$ cat src/rtl/line_arb_pkg.sv
// Shared types for the cache-line request arbiter: FSM states, client ids, ops and the line container.
package line_arb_pkg;

    localparam int LINE_WORDS  = 8;
    localparam int OFFSET_BITS = $clog2(LINE_WORDS) + 2;

    typedef enum logic [1:0] {IDLE, BUSY, RESP} state_t;
    typedef enum logic {CL_I, CL_D} client_t;
    typedef enum logic {RD, WR} op_t;

    typedef logic [LINE_WORDS-1:0][31:0] line_t;

endpackage

$ cat src/rtl/rr_arb2.sv
// Two-client round-robin picker; combinational winner, rr_last advances only when upd and a request is present.
// Latency 0 for the pick; no backpressure, the caller decides when a pick is consumed via upd.
module rr_arb2
    import line_arb_pkg::*;
(
    input  logic    aclk,
    input  logic    aresetn,
    input  logic    i_pend,
    input  logic    d_pend,
    input  logic    upd,
    output logic    any,
    output client_t win
);

    client_t rr_last;

    always_comb begin
        any = i_pend | d_pend;
        win = CL_I;
        if (i_pend && d_pend) begin
            win = (rr_last == CL_I) ? CL_D : CL_I;
        end else if (d_pend) begin
            win = CL_D;
        end
    end

    // Reset to CL_I so that the D-cache wins the first contested pick.
    always_ff @(posedge aclk) begin
        if (!aresetn) begin
            rr_last <= CL_I;
        end else if (upd && any) begin
            rr_last <= win;
        end
    end

endmodule

$ cat src/rtl/line_req_arbiter.sv
// Arbitrates I-cache/D-cache line requests onto one line-burst adapter port and returns a grant pulse.
// Latency: mem req one cycle after the pick in IDLE; client gnt one cycle after mem_gnt. Clients wait on their level req.
module line_req_arbiter
    import line_arb_pkg::*;
#(
    parameter int LINE_WORDS = 8,
    parameter int ADDR_WIDTH = 32
) (
    input  logic                        aclk,
    input  logic                        aresetn,
    input  logic                        i_rd_req,
    input  logic [ADDR_WIDTH-1:0]       i_addr,
    output logic                        i_gnt,
    output logic [LINE_WORDS-1:0][31:0] i_rd_line,
    input  logic                        d_rd_req,
    input  logic                        d_wr_req,
    input  logic [ADDR_WIDTH-1:0]       d_addr,
    input  logic [LINE_WORDS-1:0][31:0] d_wr_line,
    output logic                        d_gnt,
    output logic [LINE_WORDS-1:0][31:0] d_rd_line,
    output logic                        mem_rd_req,
    output logic                        mem_wr_req,
    output logic [ADDR_WIDTH-1:0]       mem_addr,
    output logic [LINE_WORDS-1:0][31:0] mem_wr_line,
    input  logic [LINE_WORDS-1:0][31:0] mem_rd_line,
    input  logic                        mem_gnt
);

    localparam int OFF = $clog2(LINE_WORDS) + 2;

    state_t  state;
    client_t cl;
    op_t     op;
    logic    pend_any;
    client_t win;

    function automatic logic [ADDR_WIDTH-1:0] line_base(input logic [ADDR_WIDTH-1:0] a);
        return {a[ADDR_WIDTH-1:OFF], {OFF{1'b0}}};
    endfunction

    rr_arb2 u_rr (
        .aclk    (aclk),
        .aresetn (aresetn),
        .i_pend  (i_rd_req),
        .d_pend  (d_rd_req | d_wr_req),
        .upd     (state == IDLE),
        .any     (pend_any),
        .win     (win)
    );

    always_ff @(posedge aclk) begin
        if (!aresetn) begin
            state       <= IDLE;
            cl          <= CL_I;
            op          <= RD;
            i_gnt       <= 1'b0;
            d_gnt       <= 1'b0;
            mem_rd_req  <= 1'b0;
            mem_wr_req  <= 1'b0;
            mem_addr    <= '0;
            mem_wr_line <= '0;
            i_rd_line   <= '0;
            d_rd_line   <= '0;
        end else begin
            i_gnt <= 1'b0;
            d_gnt <= 1'b0;
            case (state)
                IDLE: begin
                    if (pend_any) begin
                        cl    <= win;
                        state <= BUSY;
                        if (win == CL_D) begin
                            mem_addr <= line_base(d_addr);
                            // A write-back takes precedence when the D side raises both.
                            if (d_wr_req) begin
                                op          <= WR;
                                mem_wr_req  <= 1'b1;
                                mem_wr_line <= d_wr_line;
                            end else begin
                                op         <= RD;
                                mem_rd_req <= 1'b1;
                            end
                        end else begin
                            op         <= RD;
                            mem_rd_req <= 1'b1;
                            mem_addr   <= line_base(i_addr);
                        end
                    end
                end
                BUSY: begin
                    if (mem_gnt) begin
                        mem_rd_req <= 1'b0;
                        mem_wr_req <= 1'b0;
                        if (op == RD) begin
                            if (cl == CL_I) begin
                                i_rd_line <= mem_rd_line;
                            end else begin
                                d_rd_line <= mem_rd_line;
                            end
                        end
                        i_gnt <= (cl == CL_I);
                        d_gnt <= (cl == CL_D);
                        state <= RESP;
                    end
                end
                RESP: begin
                    state <= IDLE;
                end
                default: begin
                    state <= IDLE;
                end
            endcase
        end
    end

endmodule

$ cat config.mk
export PLATFORM = sky130hd
export DESIGN_NAME = line_req_arbiter
export DESIGN_NICKNAME = d
export VERILOG_FILES = /design/src/rtl/line_arb_pkg.sv /design/src/rtl/rr_arb2.sv /design/src/rtl/line_req_arbiter.sv
export SDC_FILE = /design/constraint.sdc
export NUM_CORES = 2
export LEC_CHECK = 0
export CAP_MARGIN = 10
export CORE_AREA = 2 2 543 545
export CTS_CLUSTER_DIAMETER = 80
export DETAILED_ROUTE_END_ITERATION = 12
export DIE_AREA = 0 0 545 547
export HOLD_SLACK_MARGIN = 0.15
export PLACE_DENSITY_LB_ADDON = 0.08
export SETUP_SLACK_MARGIN = 0.1
export SYNTH_ARGS = -nofsm -noshare
export SYNTH_HDL_FRONTEND = slang
export SYNTH_SLANG_ARGS = --single-unit
$ cat constraint.sdc
create_clock -name aclk -period 1.5 [get_ports aclk]
set_input_delay 0.3 -clock aclk [delete_from_list [all_inputs] [get_ports aclk]]
set_output_delay 0.3 -clock aclk [all_outputs]
set_load 0.01 [all_outputs]
Yosys cells after proc, flatten, opt, wreduce, memory -nomap -nowiden. Index checks and enable logic that the tools add are counted.

Register bits: 809. Bits of input ports: 582. Output and inout bits: 804.

Equality and inequality tests: 6. Muxes and demuxes: 18. Bitwise logic cells: 4. Reduce and logical (&&, ||, !) cells: 12.

Operators with widths (number): 32-bit 2-to-1 mux (1); 4-bit AND reduction (4); 1-bit 2-to-1 mux (12); 2-bit inequality test, second input constant (4); 5-bit AND reduction (1); 2-bit 2-to-1 mux (2); 1-bit case mux with 2 select lines (2); 2-bit case mux with 2 select lines (1); 2-bit AND reduction (2); 3-bit inequality test, second input constant (1); 3-bit AND reduction (1); 2-bit by 1-bit equality test with 1-bit output, second input constant (1); 1-bit logical AND (2); 2-bit logical NOT (1); 1-bit NOT (2); 1-bit OR (2); 2-bit nonzero test (1).

Logic depth before layout (Yosys ltp).
Depth in word-level cells: 6. Depth in mapped cells: 7. Mapped depth without buffers: 3.

By module. From an unflattened synthesis, not the netlist that was laid out.

Cell total of the unflattened synthesis: 3210. Area, all modules: 30810.8 um^2.

By module, submodules not included: line_req_arbiter (instances 1, cells an instance 3204, area an instance 30754.5 um^2); rr_arb2 (instances 1, cells an instance 6, area an instance 56.3 um^2).

Worst setup path after synthesis. No wires, ideal clock.

Path type: reg-to-reg. From: register state[1]. To: register d_rd_line[100] (netlist name). Arrival time: 1.409 ns. Slack: 0.020 ns. Stages on the path, launching flop included: 8. Clock period less this slack: 1.480 ns. Path through: dfxtp_1 buf_2 and3b_1 nand3b_1 clkbuf_1 buf_2 buf_4 mux2i_1.

Word-level cells in the longest chain between the ends: 2.

Ends and longest elaborated chain: start, declared (RTL line line_req_arbiter.sv:31) `state_t state;`; start signal, assigned (RTL line line_req_arbiter.sv:53) `state <= IDLE;`; start signal, assigned (RTL line line_req_arbiter.sv:71) `state <= BUSY;`; start signal, assigned (RTL line line_req_arbiter.sv:103) `state <= RESP;`; 2-bit by 1-bit equality test with 1-bit output (RTL line line_req_arbiter.sv:67) `case (state)`; 4-bit AND reduction (no source line); end signal, assigned (RTL line line_req_arbiter.sv:98) `d_rd_line <= mem_rd_line;`; end, declared (RTL line line_req_arbiter.sv:20) `output logic [LINE_WORDS-1:0][31:0] d_rd_line,`.

Every way passes these cells. A chain may end at the register's enable or synchronous reset.

Final worst setup path.
From: register state[1]. To: register mem_wr_line[32] (netlist name).

Word-level cells in the longest chain between the ends: 2.

Ends and longest elaborated chain: 2-bit logical NOT (RTL line line_req_arbiter.sv:67); 4-bit AND reduction (no source line); end signal, assigned (RTL line line_req_arbiter.sv:78) `mem_wr_line <= d_wr_line;`; end, declared (RTL line line_req_arbiter.sv:24) `output logic [LINE_WORDS-1:0][31:0] mem_wr_line,`.

Every way passes these cells.

==> flow_summary.json <==
{
  "yosys_warnings": 0,
  "grt_pass1_wl_mm": 291.1,
  "start_kind": "flip-flop",
  "power.switching_mw": 18.81,
  "grt_max_degree": 96,
  "ios": 1386,
  "violations": "negative setup slack",
  "p_per_area_mw_per_mm2": 1031,
  "hpwl_mm": 171.4,
  "peakVddDrop_mv": 0.9155,
  "reg2reg_to": "mem_wr_line[32]",
  "wl_per_cell_um": 24.09,
  "synthTopCellsByArea": "dfxtp_1, mux2i_1, nand2_1, a21oi_1, nand3_1",
  "dieArea_mm2": 0.2981,
  "rr_startpoint": "state[1]",
  "crit_top_cell": "buf_12",
  "leakagePower_nw": 26.02,
  "cp_cell_sequence": "buf_8 -> a211oi_4 -> buf_12 -> clkbuf_16 -> buf_12 -> buf_12 -> buf_4 -> nand3_4 -> a21oi_2",
  "totalWireLength_mm": 226.7,
  "slowest_delay_ps": 370,
  "drc_errors": 0,
  "hold_viol": 0,
  "tns_ps": -153080,
  "maxSlewViolCount": 0,
  "seq_power_share": 0.356,
  "nNetsFinal": 5959,
  "grt_pass1_vias": 33680,
  "clkPwrFrac": 0.438,
  "seq_area_frac_synth": 0.5328,
  "row_count": 199,
  "yosysMostFrequentCell": "nand2_1",
  "swShare": 0.2870,
  "r2r_setup_slack_ps": -260,
  "vias_per_cell": 3.451,
  "hold_class": "primary input to flip-flop",
  "fmax_mhz": 567.8,
  "numCtsBuffers": 120,
  "worstPathRequired_ps": 2250,
  "detail-route-antenna-nets": 0,
  "start_util": 0.1031,
  "synth_top_area_frac": 0.5328,
  "area_growth_pct": 110.7,
  "worstSetupEndpoint": "mem_wr_line[32]",
  "place_ws_ps": -602.0,
  "drt_iter0_markers": 1419,
  "grt_overflow_total": 0,
  "cts_tree": "yes",
  "cts_htree_levels": 3,
  "clockBufferDepth": 4,
  "antenna_found_initial": 54,
  "fp.dieW_um": 545,
  "first_pass_iters": 6,
  "finClkSkew_ps": 55.18,
  "startpoint": "state[1]",
  "fin_crit_sh": 1.174,
  "path_class": "flip-flop to flip-flop",
  "gp_congestion": 0.7876,
  "vias": 32470,
  "p_int_mw": 46.73,
  "syn_avg_cell_area_um2": 9.148,
  "synth_seq_cells": 803,
  "track_usage": 0.1394,
  "worstRegToRegCells": 9,
  "numPortBuffers": 1370,
  "endpoint_kind": "flip-flop",
  "async_reset_ff_frac": 0,
  "synth_edf_count": 0,
  "rsz0062_at_grt": "true",
  "die_h_um": 547,
  "coreArea_mm2": 0.2926,
  "crit_slowest_cell": "dfxtp_4",
  "period_needed_ps": 1761,
  "worstSkewPairLatency_ps": 860,
  "status": "finished, violations left",
  "cts_root_buf": "clkbuf_16",
  "drv_cap": 0,
  "synth_top_area_cell": "dfxtp_1",
  "crit_fanout": 5,
  "ys_top_cells_by_count": "nand2_1, dfxtp_1, mux2i_1, a21oi_1, nand3_1",
  "combPwrFrac": 0.207,
  "clk_pin_slew_ps": 60,
  "critPathArrivalTime_ps": 2510,
  "setup_slack_ps": -261.1,
  "hold_ws_ps": 194.3,
  "clock-sinks": 803,
  "syn_inst": 3298,
  "setup_viol": 1516,
  "synthesis.area_mm2": 0.03017,
  "synthFlopType": "dfxtp_1",
  "post_route_cells_drive_above_1_share": 0.3937,
  "yosysUniqueCellTypes": 32
}
## power by group through the flow
| stage | Combinational, mW | Sequential (mW) | Clock [mW] |
|---|---|---|---|
| floorplan | 3.17 | 23.8 | 0 |
| global placement | 10.7 | 23.5 | 0 |
| detailed placement | 10.6 | 23.5 | 0 |
| CTS | 11.9 | 23.2 | 30.0 |
| global route | 14.5 | 23.4 | 30.8 |
| finish | 13.5 | 23.3 | 28.7 |
## kinds of logic (layout without fill, tap and decap cells)
group           count (synthesis)  in the layout  share of synthesized area
mux                           512            512                     0.1699
simple gates                 1095           1095                     0.1485
other cells                     1             29                  0.0001243
flops                         803            803                     0.5328
compound gates                578            579                     0.1012
buf+inv                       309           2472                    0.04744
## worst max-delay path, delay by kind of cell (launching register included)
family | cells | cell delay (ps)
simple gates | 1 | 100
flops | 1 | 370
compound gates | 2 | 380
buf+inv | 6 | 830
## area by class of cell
class	instances	area [um^2]
Clock inverter	22	210.2
Clock buffer	189	3696
Antenna cell	24	60.06
Sequential cell	803	16980
Tap cell	3919	4903
Fill cell	32090	229000
Timing Repair Buffer	2259	24160
Inverter	2	20.02
Multi-Input combinational cell	2191	13530
## worst min-delay path by stage
stage,from,to,slack [ps],cells past startpoint
final,d_wr_line[230],mem_wr_line[230],190,3
after global routing,d_wr_line[13],mem_wr_line[13],150,3
after CTS,d_wr_line[12],mem_wr_line[12],160,3
after detailed placement,i_rd_line[120],i_rd_line[120],450,2
after global placement,i_rd_line[115],i_rd_line[115],440,2
after floorplan,d_wr_line[0],mem_wr_line[0],450,2
## repair_timing
item                                     CTS  global route
buffers inserted                          20            53
resized for setup                       4330           817
hold buffers                             519             7
endpoints found under the hold margin    757             7
endpoints found under the setup margin  1598          1598
pin swaps                                  0            47
gates cloned                               0            46
## metrics by stage
stage / instances / util / cell area [um^2] / total power [mW]
final: 9409 / 0.2173 / 63560 / 65.54
after global routing: 9403 / 0.2172 / 63550 / 68.65
after CTS: 9279 / 0.2068 / 60500 / 65.13
after detailed placement: 8529 / 0.1731 / 50640 / 34.13
after global placement: 8529 / 0.1731 / 50640 / 34.21
after floorplan: 3302 / - / 30370 / 26.95
## state kept, by name, indices dropped and copies added (netlist names)
register,cells
d_rd_line,256
i_rd_line,256
mem_wr_line,256
mem_addr,27
state,2
cl,1
d_gnt,1
i_gnt,1
mem_rd_req,1
mem_wr_req,1
op,1
## layer usage
metal | track usage | vias up | routed length, um | part of all wire
li1 | - | 15440 | - | -
met1 | 0.1607 | 15670 | 93040 | 0.41
met2 | 0.2356 | 1108 | 106800 | 0.47
met3 | 0.06186 | 220 | 22380 | 0.099
met4 | 0.02934 | 32 | 4220 | 0.019
met5 | 0 | - | 207 | 0.00091
## placed cells by master (no fill, tap or decap), drive strengths merged, types with 2 or more instances in the layout
cell and instances:
nand3 257, nor2 4, o21ai 258, dlygate4sd3 526, bufinv 3, a211o 2
nand3b 2, buf 1128, conb 5, clkbuf 225, mux2i 512, a211oi 2
a311oi 27, dfxtp 803, nand2 824, a21oi 286, clkinv 14, nor3 3
clkdlybuf4s50 569, diode 24, inv 6
Note: power is estimated with default switching activity, not from simulation.
